$ cat config.mk
export PLATFORM = sky130hd
export DESIGN_NAME = roi_frame_sequencer_flat
export DESIGN_NICKNAME = d
export VERILOG_FILES = /design/src/rtl/roi_frame_sequencer_if.sv /design/src/rtl/roi_frame_sequencer.sv /design/src/flat_wrapper.sv
export SDC_FILE = /design/constraint.sdc
export NUM_CORES = 1
export LEC_CHECK = 0
export ABC_AREA = 1
export CAP_MARGIN = 20
export CORE_ASPECT_RATIO = 1.75
export CORE_MARGIN = 4
export CORE_UTILIZATION = 54
export DETAILED_ROUTE_END_ITERATION = 8
export GPL_ROUTABILITY_DRIVEN = 0
export PLACE_DENSITY = 0.86
export SLEW_MARGIN = 15
export SYNTH_ARGS = -nofsm -noshare
export SYNTH_HDL_FRONTEND = slang
export SYNTH_SLANG_ARGS = --single-unit
$ cat constraint.sdc
create_clock -name clk_in -period 61.6 [get_ports clk_in]
set_input_delay 9.24 -clock clk_in [delete_from_list [all_inputs] [get_ports clk_in]]
set_output_delay 9.24 -clock clk_in [all_outputs]
set_load 0.05 [all_outputs]
$ cat src/rtl/roi_frame_sequencer_if.sv
// ROI stream bundle between the frame sequencer (master) and the downstream consumer (slave).
interface roi_frame_sequencer_if;
  logic        roi_valid;
  logic [39:0] roi_data;
  logic [3:0]  roi_index;
  logic        roi_last;
  logic        roi_ready;

  modport master (
    output roi_valid, roi_data, roi_index, roi_last,
    input  roi_ready
  );

  modport slave (
    input  roi_valid, roi_data, roi_index, roi_last,
    output roi_ready
  );
endinterface

$ cat src/rtl/roi_frame_sequencer.sv
// Ping-pong frame sequencer: swaps camera/finder BRAM banks, starts the spot finder and streams its ROIs.
// Optional analysis watchdog enabled by defining ROI_SEQ_WATCHDOG_EN.
module roi_frame_sequencer #(
  parameter int NUM_ROIS_MAX   = 10,
  parameter int TIMEOUT_CYCLES = 1000000
) (
  input  logic                       clk_in,
  input  logic                       reset,
  input  logic                       frame_done,
  output logic                       cam_bank,
  output logic                       finder_bank,
  output logic                       finder_reset,
  input  logic                       analysis_rdy,
  input  logic [5:0]                 num_rois,
  input  logic [NUM_ROIS_MAX*40-1:0] rois_in,
  roi_frame_sequencer_if.master      roi,
  output logic                       frame_complete,
  output logic [15:0]                drop_count,
  output logic                       timeout_err
);

  typedef enum logic [2:0] {IDLE, START, ANALYZE, LATCH, SEND, DONE} state_t;

  state_t                     state;
  logic                       armed;
  logic [5:0]                 count;
  logic [NUM_ROIS_MAX*40-1:0] rois_latched;
  logic [5:0]                 clamped;
  logic [3:0]                 next_index;
  logic                       accept;
  logic                       busy;

`ifdef ROI_SEQ_WATCHDOG_EN
  localparam int WdWidth = $clog2(TIMEOUT_CYCLES + 1);
  logic [WdWidth-1:0] wd_count;
`else
  assign timeout_err = 1'b0;
`endif

  always_comb begin
    clamped    = (num_rois > 6'(NUM_ROIS_MAX)) ? 6'(NUM_ROIS_MAX) : num_rois;
    next_index = roi.roi_index + 4'd1;
    accept     = frame_done && (state == IDLE || state == DONE);
    busy       = (state == START) || (state == ANALYZE) || (state == LATCH) || (state == SEND);
  end

  // A frame_done arriving in IDLE or DONE wins over DONE's return to IDLE, so it is applied after the case.
  always_ff @(posedge clk_in) begin
    if (reset) begin
      state          <= IDLE;
      cam_bank       <= 1'b0;
      finder_bank    <= 1'b0;
      finder_reset   <= 1'b0;
      roi.roi_valid  <= 1'b0;
      roi.roi_data   <= '0;
      roi.roi_index  <= '0;
      roi.roi_last   <= 1'b0;
      frame_complete <= 1'b0;
      drop_count     <= '0;
      armed          <= 1'b0;
      count          <= '0;
`ifdef ROI_SEQ_WATCHDOG_EN
      timeout_err    <= 1'b0;
      wd_count       <= '0;
`endif
    end else begin
      case (state)
        IDLE: ;
        START: begin
          finder_reset <= 1'b0;
          armed        <= 1'b0;
`ifdef ROI_SEQ_WATCHDOG_EN
          wd_count     <= '0;
`endif
          state        <= ANALYZE;
        end
        ANALYZE: begin
          // The finder's ready level may still be high from the previous frame; wait to see it low first.
          if (armed && analysis_rdy) begin
            state <= LATCH;
          end
`ifdef ROI_SEQ_WATCHDOG_EN
          else if (wd_count == WdWidth'(TIMEOUT_CYCLES - 1)) begin
            timeout_err    <= 1'b1;
            frame_complete <= 1'b1;
            state          <= DONE;
          end else begin
            wd_count <= wd_count + 1'b1;
          end
`endif
          if (!analysis_rdy) armed <= 1'b1;
        end
        LATCH: begin
          rois_latched  <= rois_in;
          count         <= clamped;
          roi.roi_index <= '0;
          if (clamped == 6'd0) begin
            frame_complete <= 1'b1;
            state          <= DONE;
          end else begin
            roi.roi_valid <= 1'b1;
            roi.roi_data  <= rois_in[39:0];
            roi.roi_last  <= (clamped == 6'd1);
            state         <= SEND;
          end
        end
        SEND: begin
          if (roi.roi_ready) begin
            if (roi.roi_last) begin
              roi.roi_valid  <= 1'b0;
              roi.roi_last   <= 1'b0;
              frame_complete <= 1'b1;
              state          <= DONE;
            end else begin
              roi.roi_index <= next_index;
              roi.roi_data  <= rois_latched[int'(next_index)*40 +: 40];
              roi.roi_last  <= ({2'b00, next_index} == count - 6'd1);
            end
          end
        end
        DONE: begin
          frame_complete <= 1'b0;
          state          <= IDLE;
        end
        default: state <= IDLE;
      endcase

      if (accept) begin
        finder_bank  <= cam_bank;
        cam_bank     <= ~cam_bank;
        finder_reset <= 1'b1;
        state        <= START;
      end

      if (frame_done && busy && drop_count != 16'hFFFF) begin
        drop_count <= drop_count + 16'd1;
      end
    end
  end

endmodule

$ cat src/flat_wrapper.sv
// flat-port wrapper written by rule: the top's interface ports become plain ports
module roi_frame_sequencer_flat 
#(
  parameter int NUM_ROIS_MAX   = 10,
  parameter int TIMEOUT_CYCLES = 1000000
)
  (clk_in, reset, frame_done, cam_bank, finder_bank, finder_reset, analysis_rdy, num_rois, rois_in, frame_complete, drop_count, timeout_err, roi_roi_valid, roi_roi_data, roi_roi_index, roi_roi_last, roi_roi_ready);
  roi_frame_sequencer_if roi_i ();
  input  logic clk_in;
  input  logic reset;
  input  logic frame_done;
  output logic cam_bank;
  output logic finder_bank;
  output logic finder_reset;
  input  logic analysis_rdy;
  input  logic [5:0] num_rois;
  input  logic [NUM_ROIS_MAX*40-1:0] rois_in;
  output logic frame_complete;
  output logic [15:0] drop_count;
  output logic timeout_err;
  output wire logic [$bits(roi_i.roi_valid)-1:0] roi_roi_valid;
  output wire logic [$bits(roi_i.roi_data)-1:0] roi_roi_data;
  output wire logic [$bits(roi_i.roi_index)-1:0] roi_roi_index;
  output wire logic [$bits(roi_i.roi_last)-1:0] roi_roi_last;
  input wire logic [$bits(roi_i.roi_ready)-1:0] roi_roi_ready;
  assign roi_roi_valid = roi_i.roi_valid;
  assign roi_roi_data = roi_i.roi_data;
  assign roi_roi_index = roi_i.roi_index;
  assign roi_roi_last = roi_i.roi_last;
  assign roi_i.roi_ready = roi_roi_ready;
  roi_frame_sequencer #(.NUM_ROIS_MAX(NUM_ROIS_MAX), .TIMEOUT_CYCLES(TIMEOUT_CYCLES)) u_core (.clk_in(clk_in), .reset(reset), .frame_done(frame_done), .cam_bank(cam_bank), .finder_bank(finder_bank), .finder_reset(finder_reset), .analysis_rdy(analysis_rdy), .num_rois(num_rois), .rois_in(rois_in), .roi(roi_i), .frame_complete(frame_complete), .drop_count(drop_count), .timeout_err(timeout_err));
endmodule
* Word level (Yosys, flattened, before mapping)
Index checks and enable logic that the tools add are counted.
Word-level totals: latch bits 0, RAM bits 0, register bits 476, memory bits (read-only) 0, logic and storage cells 96, memories 0
Operators by class: multiply operators 1, muxes and demuxes 30, bitwise operators 3, $add $sub $neg 3, equality and inequality tests 19, divide/modulo/power cells 0, shift-type cells 1, reductions and logical operators 24, order comparisons 1
Operators by type and width (count):
- 400-bit by 32-bit variable part select with 40-bit output | 1
- 40-bit two-way mux | 3
- 40-bit one-hot mux with 2 select lines | 1
- 4-bit AND reduction | 5
- 16-bit by 1-bit adder with 16-bit output, second input constant | 1
- 16-bit inequality test, second input constant | 1
- 3-bit one-hot mux with 5 select lines | 1
- 1-bit two-way mux | 14
- 2-bit inequality test, second input constant | 6
- 3-bit two-way mux | 3
- 4-bit two-way mux | 2
- 4-bit one-hot mux with 2 select lines | 1
- 4-bit by 3-bit multiplier with 7-bit output, second input constant | 1
- 3-bit by 2-bit == test with 1-bit output, second input constant | 2
- 3-bit == test, second input constant | 2
- 4-bit by 6-bit == test with 1-bit output | 1
- 6-bit by 1-bit == test with 1-bit output, second input constant | 1
- 6-bit by 4-bit greater-than comparator with 1-bit output, second input constant | 1
- 6-bit logical NOT | 1
- 6-bit two-way mux | 1
- 3-bit by 2-bit inequality test with 1-bit output, second input constant | 2
- 1-bit one-hot mux with 2 select lines | 3
- 3-bit AND reduction | 2
- 2-bit nonzero test | 3
- other kinds (13) | 23

* Longest topological paths before layout
Gate-level depths: netlist (run 1).
depth in word-level cells 6, gate-level depth with buffers 14

* Worst setup path before layout (run 1)
OpenSTA, ideal clock, no wires.
path type in2reg, start input reset, end register u_core.rois_latched[0], enable pin, setup time 1.171 ns, data arrival time 25.668 ns, cell stages on the path 1, setup slack 34.762 ns, cell sequence nor2_1
Between the ends: longest elaborated chain between the ends 2
RTL lines:
- from (decl) | line flat_wrapper.sv:10 | input logic reset;
- 1-bit inverter (no source line)
- 2-bit AND reduction (no source line)
- to (signal assigned) | line roi_frame_sequencer.sv:94 | rois_latched <= rois_in;
- to (decl) | line roi_frame_sequencer.sv:27 | logic [NUM_ROIS_MAX*40-1:0] rois_latched;
Every way passes these cells. A chain may end at the register's enable or synchronous reset.

* Worst setup path in the final report (run 1)
start input reset, end register u_core.rois_latched[290], enable pin
The elaborated chain is that of the path after synthesis.

==> flow_metrics.tcl, run 1 <==
set metrics [dict create \
    postSynthCellCount 2008 \
    vias_per_cell 5.62 \
    pin_count 478 \
    first_iter_violations 1590 \
    avgRoutedWirePerCell_um 21.4 \
    synth_area_leaders "edfxtp_1 (60%), nand2_1 (10%), dfxtp_1 (7.6%)" \
    synth-edff-count 400 \
    syn_area_mm2 0.0201 \
    hold_viol_final 0 \
    dieArea_mm2 0.0406 \
    die_h_um 263 \
    ys_ff_latch 476 \
    clock_latency_ns 0.55 \
    synth_commonest_cells "nand2_1 (544), edfxtp_1 (400), nor2_1 (358)" \
    status "finished, final reports clean" \
    synth.most_common_cell "nand2_1" \
    rsz0062_at_grt "no" \
    setup-tns-final_ns 0 \
    multi_input_area_mm2 0.00573 \
    route.detailed.drc 0 \
    postRouteAntennaNets 0 \
    synthArstFlopShare 0 \
    cp-end-kind "flip-flop" \
    crit_start "reset" \
    cts_root_buffer "clkbuf_16" \
    p_leak_nw 10.1 \
    r2r-end "u_core.rois_latched[290]$_DFFE_PP_" \
    fill_cells 2466 \
    grt_overflow 0 \
    grt_usage 0.301 \
    cts_sinks 476 \
    slew_viol_final 0 \
    crit_required_ns 61.77 \
    power.density_mw_per_mm2 25.5 \
    cts-resized-gates 0 \
    layout-drive-gt1-share 0.0478 \
    period_share 0.204 \
    cts_buffers 44 \
    synth_nets 2422 \
    ys.flop_type "edfxtp_1" \
    cts_tree "built" \
    cts_buffer_depth 3 \
    grt_max_degree 205 \
    fp.dieW_um 154 \
    avgSynthCellArea_um2 10.0 \
    finalSetupViolations 0 \
    finalCriticalPeriod_ns 12.54 \
    area_growth_pct 32.6 \
    vias 16600 \
    htreeDepth 2 \
    place_ws_ns 48.62 \
    worst_slew_pin_slew_ns 1.22 \
    hp-class "flip-flop to flip-flop" \
    firstDrtPassIters 6 \
    worst_r2r_path_depth 7 \
    ff2ff_setup_slack_ns 57.27 \
    portBuffers 476 \
    seq_area_mm2 0.0135 \
    hpwl_um 43800 \
    grt_pass1_vias 17100 \
    setup_ws_ns 49.06 \
    layout.nets 2848 \
    crit_type "input port to flip-flop" \
    ys_types 35 \
    crit_end "u_core.rois_latched[290]$_DFFE_PP_" \
    fmax_mhz 79.8 \
    wirelength_um 63400 \
    yosysSeqAreaShare 0.672 \
    clkTransAtPathRegs_ns 0.06 \
    postCtsSetupBuffers 0 \
    skew_ns 0.0247 \
    max_cap_viol_count 0 \
    arrival_ns 12.70 \
    rr_startpoint "u_core.state[0]$_SDFFE_PP0P_" \
    grt_pass1_wl_um 94300 \
    coreArea_mm2 0.0369 \
    holdBufCountCts 0 \
    ir_drop_uv 24.7 \
    power_uw 680 \
    critPathLaunchType "input port" \
    yosysWarnings 0 \
    synth_top_area_share 0.596 \
    worst_slew_margin_rel 0.188 \
    path_max_fanout 204 \
    fp-row-count 93 \
    start_util 0.546 \
    synth_area_leader_cell "edfxtp_1" \
    grt_antenna_before_repair 14 \
]
[layer usage]
metal,track usage,up-vias,part of all wire
li1,-,7554,-
met1,0.317,7909,0.32
met2,0.550,959,0.53
met3,0.0498,203,0.078
met4,0.185,0,0.068
met5,0,-,0
[cell usage in the layout, fill, tap and decap left out, types with 12 or more instances in the layout]
| master | count |
|---|---|
| dfxtp_1 | 75 |
| edfxtp_1 | 400 |
| a21boi_0 | 32 |
| nor2_1 | 356 |
| o21ai_0 | 136 |
| a21oi_1 | 67 |
| inv_1 | 95 |
| nand4_1 | 12 |
| nand2_1 | 542 |
| clkdlybuf4s50_1 | 476 |
| nand3_1 | 95 |
| clkbuf_16 | 45 |
| o21ai_1 | 30 |
| diode_2 | 14 |
[registers in the layout, indices dropped and copies added (netlist names)]
| signal | cells |
|---|---|
| u_core.rois_latched | 400 |
| u_core.roi.roi_data | 40 |
| u_core.drop_count | 16 |
| u_core.count | 6 |
| u_core.roi.roi_index | 4 |
| u_core.state | 3 |
| u_core.armed | 1 |
| u_core.cam_bank | 1 |
| u_core.finder_bank | 1 |
| u_core.finder_reset | 1 |
| u_core.frame_complete | 1 |
| u_core.roi.roi_last | 1 |
| u_core.roi.roi_valid | 1 |
[area by class of cell]
class                           instances  share of cell area
Sequential cell                       476               0.507
Multi-Input combinational cell       1320               0.215
Timing Repair Buffer                  489               0.184
Clock buffer                           56              0.0452
Tap cell                              475              0.0223
Inverter                              103              0.0148
Clock inverter                         26              0.0111
Antenna cell                           14             0.00131
[logic make-up (layout without fill, tap and decap cells)]
family	after synthesis	after routing	synth area share
AND/OR/NAND/NOR	1040	1040	0.206
XOR/XNOR	7	7	0.00304
other	1	15	0.000186
buffers and inverters	212	674	0.0453
adder cells (fa/ha/maj)	3	3	0.00186
flip-flops	476	476	0.672
AO/OA/AOI/OAI	269	269	0.0713
[worst max-delay path, cell delays in order]
cell and delay [ns]:
clkdlybuf4s50_1 0.42, buf_4 0.26, nor2_4 0.19, buf_12 0.66, buf_4 0.75, buf_4 0.81
[power by group]
part           total, mW  switching, mW  internal, mW
clock network      0.285          0.120         0.165
logic             0.0449         0.0174        0.0274
registers          0.351       0.000987         0.350
[through the flow]
stage	cell area, um^2	util	cells	hold slack (ns)
floorplan	20100	-	2008	0.438
global placement	25100	0.681	2861	0.442
detailed placement	25200	0.682	2863	0.462
CTS	26700	0.723	2945	0.472
global route	26700	0.724	2959	0.486
finish	26700	0.724	2959	0.470
[how the worst min path moves through the flow]
stage                                                  start                                  to  slack, ns  depth (start not counted)
after global placement    u_core.frame_complete$_SDFFE_PP0P_  u_core.frame_complete$_SDFFE_PP0P_       0.44                          2
after CTS                       u_core.count[5]$_SDFFE_PP0P_        u_core.count[5]$_SDFFE_PP0P_       0.47                          2
final                           u_core.count[5]$_SDFFE_PP0P_        u_core.count[5]$_SDFFE_PP0P_       0.47                          2
after floorplan                 u_core.count[5]$_SDFFE_PP0P_        u_core.count[5]$_SDFFE_PP0P_       0.44                          2
after detailed placement        u_core.count[5]$_SDFFE_PP0P_        u_core.count[5]$_SDFFE_PP0P_       0.46                          2
after global routing            u_core.count[5]$_SDFFE_PP0P_        u_core.count[5]$_SDFFE_PP0P_       0.49                          2
Power figures use the tool's default switching activity.
==> run 2, diff against run 1 <==
--- a/config.mk
+++ b/config.mk
@@ -9,10 +9,10 @@
 export CAP_MARGIN = 20
 export CORE_ASPECT_RATIO = 1.75
 export CORE_MARGIN = 4
-export CORE_UTILIZATION = 54
+export CORE_UTILIZATION = 50
 export DETAILED_ROUTE_END_ITERATION = 8
 export GPL_ROUTABILITY_DRIVEN = 0
-export PLACE_DENSITY = 0.86
+export PLACE_DENSITY = 0.8
 export SLEW_MARGIN = 15
 export SYNTH_ARGS = -nofsm -noshare
 export SYNTH_HDL_FRONTEND = slang
==> constraint.sdc (replaced) <==
create_clock -name clk_in -period 13 [get_ports clk_in]
set_input_delay 1.95 -clock clk_in [delete_from_list [all_inputs] [get_ports clk_in]]
set_output_delay 1.95 -clock clk_in [all_outputs]
set_load 0.05 [all_outputs]
==> flow_metrics.tcl, run 2 (same netlist as run 1, synthesis figures left out) <==
set metrics [dict create \
    status "finished, final reports clean" \
    slew_viol_final 0 \
    first_iter_violations 1504 \
    critPathLaunchType "input port" \
    finalSetupViolations 0 \
    avgRoutedWirePerCell_um 21.0 \
    cts_root_buffer "clkbuf_16" \
    skew_ns 0.0224 \
    reg.largest.list "u_core.rois_latched (400), u_core.roi.roi_data (40), u_core.drop_count (16)" \
    cp-end-kind "flip-flop" \
    grt_pass1_vias 16400 \
    clock_latency_ns 0.55 \
    vias 16200 \
    worst_slew_pin_slew_ns 1.42 \
    layout.nets 2848 \
    clkTransAtPathRegs_ns 0.06 \
    max_cap_viol_count 0 \
    p_int_mw 2.48 \
    dieArea_mm2 0.0437 \
    path_max_fanout 88 \
    cts_sinks 476 \
    swShare 0.204 \
    fmax_mhz 196 \
    p_seq_frac 0.533 \
    finalCriticalPeriod_ns 5.11 \
    coreArea_mm2 0.0399 \
    htreeDepth 2 \
    crit_type "input port to flip-flop" \
    arrival_ns 5.26 \
    hold_viol_final 0 \
    ir_drop_uv 130 \
    power.density_mw_per_mm2 117 \
    clkPwrFrac 0.400 \
    postCtsSetupBuffers 0 \
    cts-resized-gates 0 \
    holdBufCountCts 0 \
    die_h_um 274 \
    area_growth_pct 32.2 \
    vias_per_cell 5.44 \
    fp-row-count 97 \
    fp.dieW_um 160 \
    firstDrtPassIters 6 \
    worst_slew_margin_rel 0.0552 \
    route.detailed.drc 0 \
    cts_buffers 42 \
    grt_pass1_wl_um 91700 \
    p_switching_uw 637 \
    cts_tree "built" \
    fill_cells 2974 \
    grt_usage 0.273 \
    final_cell_mix "nand2_1 (542), clkdlybuf4s50_1 (476), edfxtp_1 (400)" \
    finish.instance_area_mm2 0.0266 \
    max_flop_register "u_core.rois_latched" \
    hold_slack_ns 0.467 \
    power_mw 3.12 \
    largest_register_ffs 400 \
    portBuffers 476 \
    setup-tns-final_ns 0 \
    grt_overflow 0 \
    start_util 0.504 \
    period_share 0.393 \
    final_common_cell "nand2_1" \
    pin_count 478 \
    hp-class "flip-flop to flip-flop" \
    grt_max_degree 207 \
    layout-drive-gt1-share 0.0458 \
    crit_required_ns 13.15 \
    combinationalPowerShare 0.068 \
    rsz0062_at_grt "no" \
    grt_antenna_before_repair 20 \
    dpl_cell_area_mm2 0.0252 \
    postRouteAntennaNets 0 \
    cts_buffer_depth 3 \
    hpwl_um 42600 \
    p_leak_nw 10.0 \
    wirelength_um 62600 \
    final_util 0.667 \
]
## run 2: cell types whose count changed in the layout (fill, tap and decap cells not counted)
cell	delta
clkbuf_16	-3
buf_16	+1
diode_2	+5
clkbuf_8	-1
bufinv_16	-2
buf_12	-1
inv_4	+1
clkinv_1	+4
clkinv_2	-2
clkinvlp_2	+2
clkinv_4	-3
clkinv_8	+1
buf_4	+2
clkbuf_1	-1
## run 2: metal layers
| layer | up-vias | global-route usage | part of all wire |
|---|---|---|---|
| met5 | - | 0 | 0.00021 |
| li1 | 7562 | - | - |
| met2 | 804 | 0.505 | 0.54 |
| met1 | 7688 | 0.293 | 0.34 |
| met4 | 2 | 0.157 | 0.056 |
| met3 | 174 | 0.0441 | 0.067 |
## run 2: stage by stage
| step | worst slack (ns) | std cells |
|---|---|---|
| after floorplan | 0.0999 | 2008 |
| after global placement | 7.23 | 2883 |
| after detailed placement | 7.10 | 2883 |
| after CTS | 7.67 | 2961 |
| after global routing | 7.75 | 2980 |
| final | 7.89 | 2982 |
## run 2: cell type report
cell class | count | area [um^2] | area share
tap | 495 | 619 | 0.0233
multi-input combinational | 1320 | 5730 | 0.215
antenna | 19 | 47.5 | 0.00179
clock inverter | 27 | 245 | 0.00921
inverter | 103 | 397 | 0.0149
clock buffer | 51 | 1110 | 0.0419
timing repair buffer | 491 | 4930 | 0.185
sequential | 476 | 13500 | 0.508
## run 2: power groups by stage
stage                     logic, mW  registers (mW)  clock network [mW]
after floorplan              0.0455            1.71                   0
after global placement        0.207            1.69                   0
after detailed placement      0.210            1.69                   0
after CTS                     0.211            1.66                1.26
after global routing          0.223            1.66                1.32
final                         0.212            1.66                1.25
## run 2: final timing paths
path / end / slack (ns) / from / depth (start not counted)
setup / recovery: u_core.rois_latched[88]$_DFFE_PP_ / 7.89 / reset / 7
hold / removal: u_core.roi.roi_valid$_SDFFE_PP0P_ / 0.47 / u_core.roi.roi_valid$_SDFFE_PP0P_ / 2
setup reg to reg: u_core.rois_latched[88]$_DFFE_PP_ / 8.86 / u_core.state[0]$_SDFFE_PP0P_ / 8
hold reg to reg: u_core.roi.roi_valid$_SDFFE_PP0P_ / 0.47 / u_core.roi.roi_valid$_SDFFE_PP0P_ / 2
## run 2: critical path, cell delays in order
cell and delay, ns:
clkdlybuf4s50_1 0.41, buf_4 0.25, nor2_4 0.17, buf_4 0.63, buf_4 0.47, buf_16 0.31
buf_4 0.89
==> run 3, diff against run 2 <==
--- a/config.mk
+++ b/config.mk
@@ -9,10 +9,10 @@
 export CAP_MARGIN = 20
 export CORE_ASPECT_RATIO = 1.75
 export CORE_MARGIN = 4
-export CORE_UTILIZATION = 50
+export CORE_UTILIZATION = 45
 export DETAILED_ROUTE_END_ITERATION = 8
 export GPL_ROUTABILITY_DRIVEN = 0
-export PLACE_DENSITY = 0.8
+export PLACE_DENSITY = 0.76
 export SLEW_MARGIN = 15
 export SYNTH_ARGS = -nofsm -noshare
 export SYNTH_HDL_FRONTEND = slang
==> constraint.sdc (replaced) <==
create_clock -name clk_in -period 4.35 [get_ports clk_in]
set_input_delay 0.6525 -clock clk_in [delete_from_list [all_inputs] [get_ports clk_in]]
set_output_delay 0.6525 -clock clk_in [all_outputs]
set_load 0.05 [all_outputs]
==> flow_metrics.tcl, run 3 (same netlist as run 1, synthesis figures left out) <==
set metrics [dict create \
    largest_register_ffs 400 \
    cts_buffer_depth 3 \
    crit_required_ns 4.83 \
    hold_viol_final 0 \
    hp-class "flip-flop to flip-flop" \
    final_util 0.606 \
    grt_overflow 0 \
    slowest_stage "inv_2" \
    rsz0062_at_grt "no" \
    cts_tree "built" \
    pin_count 478 \
    start_util 0.455 \
    grt_pass1_vias 16400 \
    path_cells "ha_4, inv_1, nand2_1, nand2_2, inv_2, nand2_1, nand2_1, nand2_1, nand2_1, nor2_1, nor2_1" \
    hold_slack_ns 0.460 \
    worst-path-buf-inv 2 \
    route.detailed.drc 0 \
    fill_cells 3589 \
    cts_sinks 476 \
    slew_viol_final 0 \
    wirelength_um 63500 \
    status "finished, final reports clean" \
    fp-row-count 102 \
    worst-path-stages 11 \
    finish.instance_area_mm2 0.0269 \
    grt_max_degree 144 \
    first_iter_violations 1211 \
    p_leak_nw 10.1 \
    skew_ns 0.0180 \
    fmax_mhz 309 \
    die_h_um 288 \
    ff2ff_setup_slack_ns 1.12 \
    worst_r2r_path_depth 11 \
    coreArea_mm2 0.0443 \
    power.density_mw_per_mm2 355 \
    cts_root_buffer "clkbuf_16" \
    avgRoutedWirePerCell_um 20.7 \
    layout-drive-gt1-share 0.0493 \
    max_flop_register "u_core.rois_latched" \
    critPathLaunchType "flip-flop" \
    fp.dieW_um 168 \
    reg.largest.list "u_core.rois_latched (400), u_core.roi.roi_data (40), u_core.drop_count (16)" \
    setup-tns-final_ns 0 \
    grt_pass1_wl_um 93500 \
    path_max_fanout 59 \
    hpwl_um 44300 \
    grt_usage 0.252 \
    place_ws_ns 1.09 \
    max_cap_viol_count 0 \
    htreeDepth 2 \
    final_common_cell "nand2_1" \
    postRouteAntennaNets 0 \
    place_inst 2967 \
    final_cells 3062 \
    arrival_ns 3.71 \
    crit_end "u_core.roi.roi_data[35]$_SDFFE_PP0P_" \
    clock_latency_ns 0.54 \
    cp_top_family "simple AND/OR/NAND/NOR gates" \
    portBuffers 476 \
    r2r-end "u_core.roi.roi_data[35]$_SDFFE_PP0P_" \
    area_growth_pct 33.3 \
    setup_ws_ns 1.12 \
    layout.nets 2854 \
    rr_startpoint "u_core.roi.roi_index[0]$_SDFFE_PP0P_" \
    cts_buffers 43 \
    grt_antenna_before_repair 18 \
    crit_type "flip-flop to flip-flop" \
    holdBufCountCts 0 \
    worst_slew_margin_rel 0.229 \
    cp_common_cell "nand2_1" \
    dpl_cell_area_mm2 0.0254 \
    final_cell_mix "nand2_1 (542), clkdlybuf4s50_1 (476), edfxtp_1 (400)" \
    cts-resized-gates 0 \
    firstDrtPassIters 5 \
    vias_per_cell 5.29 \
    dieArea_mm2 0.0483 \
    power_mw 9.53 \
    period_share 0.743 \
    finalSetupViolations 0 \
    crit_start "u_core.roi.roi_index[0]$_SDFFE_PP0P_" \
    clkTransAtPathRegs_ns 0.07 \
    postCtsSetupBuffers 0 \
    worst_slew_pin_slew_ns 1.16 \
    ir_drop_uv 372 \
    slowest_delay_ns 0.93 \
    vias 16200 \
    finalCriticalPeriod_ns 3.23 \
    cp-end-kind "flip-flop" \
]
run 3: cell count changes in the layout (fill, tap and decap cells not counted), moves of 3 or more:
cell,delta
buf_12,+3
buf_4,+4
clkbuf_16,+4
clkinv_1,-3
clkinv_2,-4
clkinv_4,+3
run 3: worst min path at each step:
stage                                             from                                 end  slack (ns)  cells after the start
detailed placement  u_core.frame_complete$_SDFFE_PP0P_  u_core.frame_complete$_SDFFE_PP0P_        0.45                      2
global placement    u_core.frame_complete$_SDFFE_PP0P_  u_core.frame_complete$_SDFFE_PP0P_        0.45                      2
CTS                 u_core.frame_complete$_SDFFE_PP0P_  u_core.frame_complete$_SDFFE_PP0P_        0.46                      2
finish              u_core.frame_complete$_SDFFE_PP0P_  u_core.frame_complete$_SDFFE_PP0P_        0.46                      2
global route         u_core.roi.roi_valid$_SDFFE_PP0P_   u_core.roi.roi_valid$_SDFFE_PP0P_        0.48                      2
floorplan                 u_core.count[5]$_SDFFE_PP0P_        u_core.count[5]$_SDFFE_PP0P_        0.44                      2
run 3: power breakdown:
part | switching, mW | total (mW) | internal, mW
clock network | 1.68 | 3.93 | 2.25
registers | 0.0140 | 4.97 | 4.95
logic | 0.243 | 0.631 | 0.389
run 3: worst reg2reg max path: stages, from the launching register on:
cell	delay, ns
dfxtp_4	0.83
ha_4	0.23
inv_1	0.04
nand2_1	0.07
nand2_2	0.33
inv_2	0.96
nand2_1	0.25
nand2_1	0.11
nand2_1	0.06
nand2_1	0.11
nor2_1	0.06
nor2_1	0.13
run 3: final cells by class:
cell class / count / area, um^2 / area share
flip-flops and latches: 476 / 13500 / 0.504
multi-input cells: 1320 / 5730 / 0.214
repair buffers: 496 / 4960 / 0.185
clock buffers: 58 / 1250 / 0.0464
well taps: 572 / 716 / 0.0267
inverters: 103 / 397 / 0.0148
clock inverters: 20 / 211 / 0.00787
diodes: 17 / 42.5 / 0.00158
run 3: layer usage:
metal / vias to the layer above / track usage / routed length [um]
met2: 796 / 0.469 / 34300
met4: 4 / 0.135 / 3370
met3: 174 / 0.0416 / 4400
met5: - / 0 / 28
li1: 7566 / - / -
met1: 7671 / 0.269 / 21400
